## src/rtl/muldiv_pkg.sv

```systemverilog
// muldiv_pkg: shared op encodings, states and defaults
// for the E-stage multiply/divide unit.
package muldiv_pkg;

  localparam int DIV_CYCLES_DEF = 32;

  typedef enum logic [1:0] {
    OP_MULT  = 2'b00,
    OP_MULTU = 2'b01,
    OP_DIV   = 2'b10,
    OP_DIVU  = 2'b11
  } op_e;

  typedef enum logic [1:0] {
    ST_IDLE = 2'b00,
    ST_BUSY = 2'b01,
    ST_DONE = 2'b10
  } state_e;

  function automatic logic [31:0] neg_if(
    input logic        n,
    input logic [31:0] v
  );
    return n ? (~v + 32'd1) : v;
  endfunction

endpackage

```

## src/rtl/div_radix2_step.sv

```systemverilog
// div_radix2_step: one restoring shift/subtract
// iteration producing a single quotient bit.
module div_radix2_step (
  input  logic [31:0] rem_i,
  input  logic [31:0] quo_i,
  input  logic [31:0] dvs_i,
  output logic [31:0] rem_o,
  output logic [31:0] quo_o
);

  logic [32:0] shifted;
  logic        borrow;

  // shift next dividend bit in, trial subtract, restore on borrow
  always_comb begin
    shifted = {rem_i, quo_i[31]};
    borrow  = shifted < {1'b0, dvs_i};
    rem_o   = borrow ? shifted[31:0]
                     : shifted[31:0] - dvs_i;
    quo_o   = {quo_i[30:0], ~borrow};
  end

endmodule

```

## src/rtl/muldiv_unit.sv

```systemverilog
// muldiv_unit: single-cycle MULT/MULTU and
// iterative radix-2 DIV/DIVU with HI/LO results.
module muldiv_unit
  import muldiv_pkg::*;
#(
  parameter int DIV_CYCLES = DIV_CYCLES_DEF
) (
  input  logic        clk,
  input  logic        resetn,
  input  logic        start_i,
  input  logic [1:0]  op_i,
  input  logic [31:0] a_i,
  input  logic [31:0] b_i,
  input  logic        flush_i,
  output logic        stall_o,
  output logic        busy_o,
  output logic        result_valid_o,
  output logic [31:0] hi_o,
  output logic [31:0] lo_o
);

  localparam int CW = $clog2(DIV_CYCLES + 1);

  state_e        state_q, state_d;
  logic [CW-1:0] cnt_q, cnt_d;
  logic [31:0]   rem_q, rem_d;
  logic [31:0]   quo_q, quo_d;
  logic [31:0]   dvs_q, dvs_d;
  logic          qneg_q, qneg_d;
  logic          rneg_q, rneg_d;
  logic [31:0]   res_hi_q, res_hi_d;
  logic [31:0]   res_lo_q, res_lo_d;

  logic          is_div;
  logic          is_sgn;
  logic          go;
  logic          mul_fire;
  logic          div_fire;
  logic          a_neg;
  logic          b_neg;
  logic [63:0]   mul_a;
  logic [63:0]   mul_b;
  logic [63:0]   prod;
  logic [31:0]   step_rem;
  logic [31:0]   step_quo;

  assign is_div = (op_i == OP_DIV)
                | (op_i == OP_DIVU);
  assign is_sgn = (op_i == OP_MULT)
                | (op_i == OP_DIV);
  assign go     = start_i & resetn & ~flush_i
                & (state_q == ST_IDLE);
  assign mul_fire = go & ~is_div;
  assign div_fire = go & is_div;
  assign a_neg  = is_sgn & a_i[31];
  assign b_neg  = is_sgn & b_i[31];

  // sign-extend per op so one 64-bit product serves both
  assign mul_a = {{32{a_neg}}, a_i};
  assign mul_b = {{32{b_neg}}, b_i};
  assign prod  = mul_a * mul_b;

  div_radix2_step u_step (
    .rem_i (rem_q),
    .quo_i (quo_q),
    .dvs_i (dvs_q),
    .rem_o (step_rem),
    .quo_o (step_quo)
  );

  // next-state and datapath updates
  always_comb begin
    state_d  = state_q;
    cnt_d    = cnt_q;
    rem_d    = rem_q;
    quo_d    = quo_q;
    dvs_d    = dvs_q;
    qneg_d   = qneg_q;
    rneg_d   = rneg_q;
    res_hi_d = res_hi_q;
    res_lo_d = res_lo_q;
    unique case (state_q)
      ST_IDLE: begin
        if (div_fire) begin
          rem_d   = '0;
          quo_d   = neg_if(a_neg, a_i);
          dvs_d   = neg_if(b_neg, b_i);
          // x/0 keeps all-ones quotient unsigned
          qneg_d  = (a_neg ^ b_neg)
                  & (b_i != 32'd0);
          rneg_d  = a_neg;
          cnt_d   = '0;
          state_d = ST_BUSY;
        end
      end
      ST_BUSY: begin
        rem_d = step_rem;
        quo_d = step_quo;
        cnt_d = cnt_q + CW'(1);
        if (cnt_q == CW'(DIV_CYCLES - 1)) begin
          res_hi_d = neg_if(rneg_q, step_rem);
          res_lo_d = neg_if(qneg_q, step_quo);
          state_d  = ST_DONE;
        end
      end
      ST_DONE: begin
        state_d = ST_IDLE;
      end
      default: begin
        state_d = ST_IDLE;
      end
    endcase
    if (flush_i) begin
      state_d  = ST_IDLE;
      res_hi_d = res_hi_q;
      res_lo_d = res_lo_q;
    end
  end

  // handshake outputs and HI/LO result mux
  always_comb begin
    stall_o        = div_fire
                   | ((state_q == ST_BUSY)
                      & ~flush_i);
    busy_o         = state_q == ST_BUSY;
    result_valid_o = mul_fire
                   | ((state_q == ST_DONE)
                      & ~flush_i);
    hi_o = res_hi_q;
    lo_o = res_lo_q;
    if (mul_fire) begin
      hi_o = prod[63:32];
      lo_o = prod[31:0];
    end
  end

  // state, counter and datapath registers
  always_ff @(posedge clk or negedge resetn) begin
    if (!resetn) begin
      state_q  <= ST_IDLE;
      cnt_q    <= '0;
      rem_q    <= '0;
      quo_q    <= '0;
      dvs_q    <= '0;
      qneg_q   <= 1'b0;
      rneg_q   <= 1'b0;
      res_hi_q <= '0;
      res_lo_q <= '0;
    end else begin
      state_q  <= state_d;
      cnt_q    <= cnt_d;
      rem_q    <= rem_d;
      quo_q    <= quo_d;
      dvs_q    <= dvs_d;
      qneg_q   <= qneg_d;
      rneg_q   <= rneg_d;
      res_hi_q <= res_hi_d;
      res_lo_q <= res_lo_d;
    end
  end

endmodule

```

## config.mk

```make
export PLATFORM = sky130hd
export DESIGN_NAME = muldiv_unit
export DESIGN_NICKNAME = d
export VERILOG_FILES = /design/src/rtl/muldiv_pkg.sv /design/src/rtl/div_radix2_step.sv /design/src/rtl/muldiv_unit.sv
export SDC_FILE = /design/constraint.sdc
export NUM_CORES = 2
export LEC_CHECK = 0
export CAP_MARGIN = 30
export CORE_UTILIZATION = 55
export CTS_BUF_LIST = sky130_fd_sc_hd__clkbuf_16
export DETAILED_ROUTE_END_ITERATION = 6
export GPL_TIMING_DRIVEN = 0
export PLACE_DENSITY = 0.74
export SETUP_SLACK_MARGIN = 0.1
export SYNTH_ARGS = -nofsm -noshare
export SYNTH_HDL_FRONTEND = slang
export SYNTH_SLANG_ARGS = --single-unit
```

## constraint.sdc

```tcl
create_clock -name clk -period 13.2 [get_ports clk]
set_input_delay 1.32 -clock clk [delete_from_list [all_inputs] [get_ports clk]]
set_output_delay 1.32 -clock clk [all_outputs]
set_load 0.1 [all_outputs]
```

# After elaboration in Yosys (flattened, before gate mapping)
# Index checks and enable logic that the tools add are counted.
# Widths: inputs -> output; s select.
[totals] register_bits=170 in_bits=70 out_inout_bits=67 elab_cells=72
[op_classes] n_addsub=6 mul=1 magnitude_cmp=1 n_eq_ne=8 muxes=17 bitwise_logic=22 n_reduce_logical=8
[ops] cell="$mux 32" count=9
[ops] cell="$add 32x1->32 const B" count=4
[ops] cell="$not 32->32" count=4
[ops] cell="$pmux 32 s2" count=2
[ops] cell="$mul 33x33->64" count=1
[ops] cell="$lt 33x32->1" count=1
[ops] cell="$reduce_bool 32->1" count=1
[ops] cell="$sub 32x32->32" count=1
[ops] cell="$pmux 6 s2" count=1
[ops] cell="$and 1x1->1" count=10
[ops] cell="$add 6x1->6 const B" count=1
[ops] cell="$eq 2x2->1 const B" count=3
[ops] cell="$eq 6x5->1 const B" count=1
[ops] cell="$mux 2" count=3
[ops] cell="$mux 6" count=1
[ops] cell="$reduce_and 2->1" count=3
[ops] cell="$logic_not 2->1" count=2
[ops] cell="$or 1x1->1" count=4
[ops] cell="$pmux 2 s2" count=1
[ops] cell="$ne 3x2->1 const B" count=1
[ops] cell="$ne 3x3->1 const B" count=1
[ops] cell="$not 1->1" count=3
[ops] cell="$reduce_and 3->1" count=1
[ops] cell="$eq 2x1->1 const B" count=1
[ops] cell="other kinds (3)" count=3

# Depth between registers and ports, before layout
[logic_depth] depth_word=7 depth_mapped=33 mapped_depth_nobuf=29

# Modules after synthesis
# A second synthesis with hierarchy kept.
[unflattened] hier_cells=5800 area_unflattened_um2=50279.5
[modules_own_cells] mod="muldiv_unit" n_inst=1 cells_per_inst=5396 area_per_inst_um2=47616.9 seq_area_each_um2=4254.1
[modules_own_cells] mod="div_radix2_step" n_inst=1 cells_per_inst=404 area_per_inst_um2=2662.6 seq_area_each_um2=0.0

# Worst setup path after synthesis
# No wires, ideal clock.
[synth_path] kind="input-to-output" from="input port a_i[31]" to="output port hi_o[31]" arrival_ns=12.032 required_ns=11.880 slack_ns=-0.152 path_stages=31 path_buffers=4 cell_sequence="clkbuf_1 -> nor2b_1 -> clkbuf_1 -> clkbuf_1 -> clkbuf_1 -> nand2_1 -> inv_1 -> fa_1 -> inv_1 -> fa_1 -> inv_1 -> fa_1 -> fa_1 -> inv_1 -> fa_1 -> inv_1 -> fa_1 -> inv_1 -> fa_1 -> fa_1 -> inv_1 -> ha_1 -> a21o_1 -> a21o_1 -> a21o_1 -> a21o_1 -> a21oi_1 -> o21ai_0 -> a211oi_1 -> a21oi_1 -> o41ai_1"
[synth_via] elab_chain_len=3
[synth_lines] element="start: declaration" line="muldiv_unit.sv:12" text="input logic [31:0] a_i,"
[synth_lines] element="$and 1x1->1" line="muldiv_unit.sv:55" text="assign a_neg = is_sgn & a_i[31];"
[synth_lines] element="$mul 33x33->64 (*)" line="muldiv_unit.sv:61" text="assign prod = mul_a * mul_b;"
[synth_lines] element="$mux 32 (*)" line="muldiv_unit.sv:131" text="if (mul_fire) begin"
[synth_lines] element="end: declaration" line="muldiv_unit.sv:18" text="output logic [31:0] hi_o,"
# Mark *: on every way between the ends. The rest lies on a longest branch, timed or not.

# Final worst setup path
[layout_path] from="input port b_i[19]" to="output port hi_o[12]"
[layout_via] elab_chain_len=2
[layout_lines] element="start: declaration" line="muldiv_unit.sv:13" text="input logic [31:0] b_i,"
[layout_lines] element="$mul 33x33->64" line="muldiv_unit.sv:61"
[layout_lines] element="$mux 32" line="muldiv_unit.sv:131"
# No other way between the ends.

==> run_results.csv <==
group,metric,value,unit
setup_path,reg2reg_depth,20,
setup_path,path_class,"in2out",
status,status,"finished with violations",
timing,max_freq,0.0768,GHz
setup_path,crit_fanout,10,
route,drt_wl_total,187000,um
clock_network,cts_buffers,17,
yosys,synth_edf_count,0,
global_route,grt_max_degree,123,
setup_path,start_kind,"input pin",
yosys,syn_area,0.0503,mm2
clock_network,htreeDepth,4,
setup_path,crit_buf_inv,13,
placed_design,gp_congestion,1.04,
finish,final_area,0.0538,mm2
setup_path,crit_slowest_cell,"dlygate4sd2_1",
timing,maxSlewHeadroom,24.2,%
flow_run,drv_cap,0,
timing,hold_violations,0,
global_route,grt_pass1_wl,276000,um
yosys,async_flop_share,100,%
finish,final_nets,7333,
timing,tightest_slew,1.14,ns
clock_network,cts_sinks,170,
route,num_vias,42400,
route,ant_nets,0,
yosys,synth.distinct_cells,89,
timing,fin_crit,13.02,ns
setup_path,required,11.88,ns
yosys,yosysWarnings,0,
setup_path,regToRegSetupSlack,6.45,ns
yosys,synth_area_leaders,"fa_1 (45%), inv_1 (8.8%), dfrtp_1 (8.5%)",
clock_network,clock_latency,0.47,ns
route,drt_drc_violations_left,3,
setup_path,crit_end,"hi_o[12]",
setup_path,slowest_delay,0.92,ns
floorplanning,die_width,304,um
timing,final.period_utilization,98.7,%
clock_network,cts.path.max_buffers,2,
floorplanning,io_pins,137,
timing,setup-violations-final,0,
route,drt-initial-drc-count,4677,
global_route,antenna_found_initial,20,
floorplanning,die_h,304,um
yosys,ys_dominant_reg_cell,"dfrtp_1",
yosys,yosys_register_bits,170,
yosys,synth_top_cell_by_area,"fa_1",
finish,layout.cells.non_filler,7087,
finish,drive_gt1_share,2.75,%
setup_path,critPathArrivalTime,11.70,ns
clock_network,holdBufCountCts,0,
floorplanning,rows,110,
min_path,min_path_type,"reg2reg",
floorplanning,start_util,55.7,%
clock_network,clockRootBuffer,"clkbuf_16",
placed_design,place_area,0.0530,mm2
placed_design,dpl_worst_slack,-1.85,ns
floorplanning,die_area,0.0927,mm2
global_route,overflow,0,
yosys,synth_cells,5751,
status,violations,"DRC",
route,viasPerCell,5.98,
placed_design,place_inst,7035,
yosys,synth-seq-area-share,8.45,%
setup_path,crit_start,"b_i[19]",
setup_path,critPathMostFrequentCell,"fa_1",
route,wl_per_cell,26.4,um
setup_path,regToRegEndpoint,"res_hi_q[28]",
route,drt_first_pass_iters,7,
timing,layout_setup_ws,0.176,ns
timing,finClkSkew,0.0122,ns
placed_design,numPortBuffers,81,
setup_path,crit_path_end_kind,"output port",
floorplanning,core_area,0.0903,mm2
yosys,synth_top_area_share,44.8,%
setup_path,worstSetupPathDepth,32,
timing,rsz0062_at_grt,"false",
placed_design,hpwl,157000,um
clock_network,cts_tree,"yes",
global_route,grt_pass1_vias,43500,
setup_path,path_delay_family,"adder cells",
global_route,grtUsageTotal,41.1,%
yosys,postSynthAreaPerCell,8.75,um2
timing,setup_tns,0,ns
setup_path,critical_path.reg2reg.startpoint,"rem_q[10]",
clock_network,clk_pin_slew_worst_paths,0.08,ns
timing,drv_slew,0,
finish,area_delta_synth_final,6.92,%
yosys,syn_nets,7196,
worst min path at each step:
stage / start / endpoint / slack [ns] / cells past startpoint
finish: state_q[1] / state_q[0] / 0.48 / 1
global route: res_lo_q[4] / res_lo_q[4] / 0.50 / 2
CTS: state_q[1] / state_q[0] / 0.48 / 1
detailed placement: res_lo_q[2] / res_lo_q[2] / 0.47 / 2
global placement: state_q[1] / state_q[0] / 0.46 / 1
floorplan: state_q[1] / state_q[0] / 0.44 / 1
cell usage after synthesis (26+ instances only):
| cell | n |
|---|---|
| a21o_1 | 51 |
| a21oi_1 | 118 |
| a22oi_1 | 32 |
| a31oi_1 | 26 |
| and2_1 | 365 |
| buf_1 | 38 |
| clkbuf_1 | 313 |
| dfrtp_1 | 170 |
| fa_1 | 1126 |
| ha_1 | 249 |
| inv_1 | 1186 |
| mux2i_1 | 28 |
| nand2_1 | 959 |
| nand2b_1 | 29 |
| nand3_1 | 69 |
| nor2_1 | 135 |
| nor3_1 | 45 |
| o21ai_0 | 286 |
| xnor2_1 | 108 |
| xor2_1 | 105 |
stage by stage:
stage / hold slack [ns] / utilization, %
5_1_grt: 0.502 / 59.6
3_3_place_gp: 0.458 / 58.3
2_1_floorplan: 0.437 / -
6_report: 0.481 / 59.6
3_5_place_dp: 0.469 / 58.8
4_1_cts: 0.477 / 59.4
timing repair:
item,CTS,global route
resized for setup,85,40
buffers inserted,0,3
cloned,0,0
endpoints found under the setup margin,27,31
layer usage:
layer / wire length (um) / global-route usage (%) / up-vias
met4: 14500 / 26.5 / 16
li1: - / - / 17600
met1: 65300 / 50.9 / 21500
met3: 24400 / 12.2 / 659
met5: 103 / 0 / -
met2: 82600 / 62.7 / 2612
logic make-up after synthesis:
logic type | share of synthesized area [%]
buf+inv | 11.6
simple gates | 15.8
compound gates | 8.60
mux | 0.803
fa+ha+maj | 51.0
flops | 8.45
xor+xnor | 3.71
placed cells by master, fill, tap and decap left out, drive strengths merged, types with 28 or more instances in the layout:
master	count
a21o	51
a21oi	121
a22oi	32
and2	365
buf	86
clkbuf	336
clkdlybuf4s50	59
dfrtp	170
fa	1126
ha	249
inv	1194
mux2i	28
nand2	960
nand2b	29
nand3	69
nor2	135
nor3	45
o21ai	300
xnor2	108
xor2	105
area by class of cell:
type                       count  area, um2
antenna                       10       25.0
buffer                       360       1410
clock buffer                  17        425
clock inverter                15        150
fill                        8149      36500
inverter                    1189       4470
multi-input combinational   4032      40200
sequential                   170       4250
tap                         1176       1470
timing repair buffer         118       1350
sequential cells by signal, indices dropped and copies added (netlist names):
register / cells
cnt_q: 6
dvs_q: 32
qneg_q: 1
quo_q: 32
rem_q: 32
res_hi_q: 32
res_lo_q: 32
rneg_q: 1
state_q: 2
Power is not shown: default switching activity piles up to over one toggle a cycle in this logic, so the estimate is an artifact.
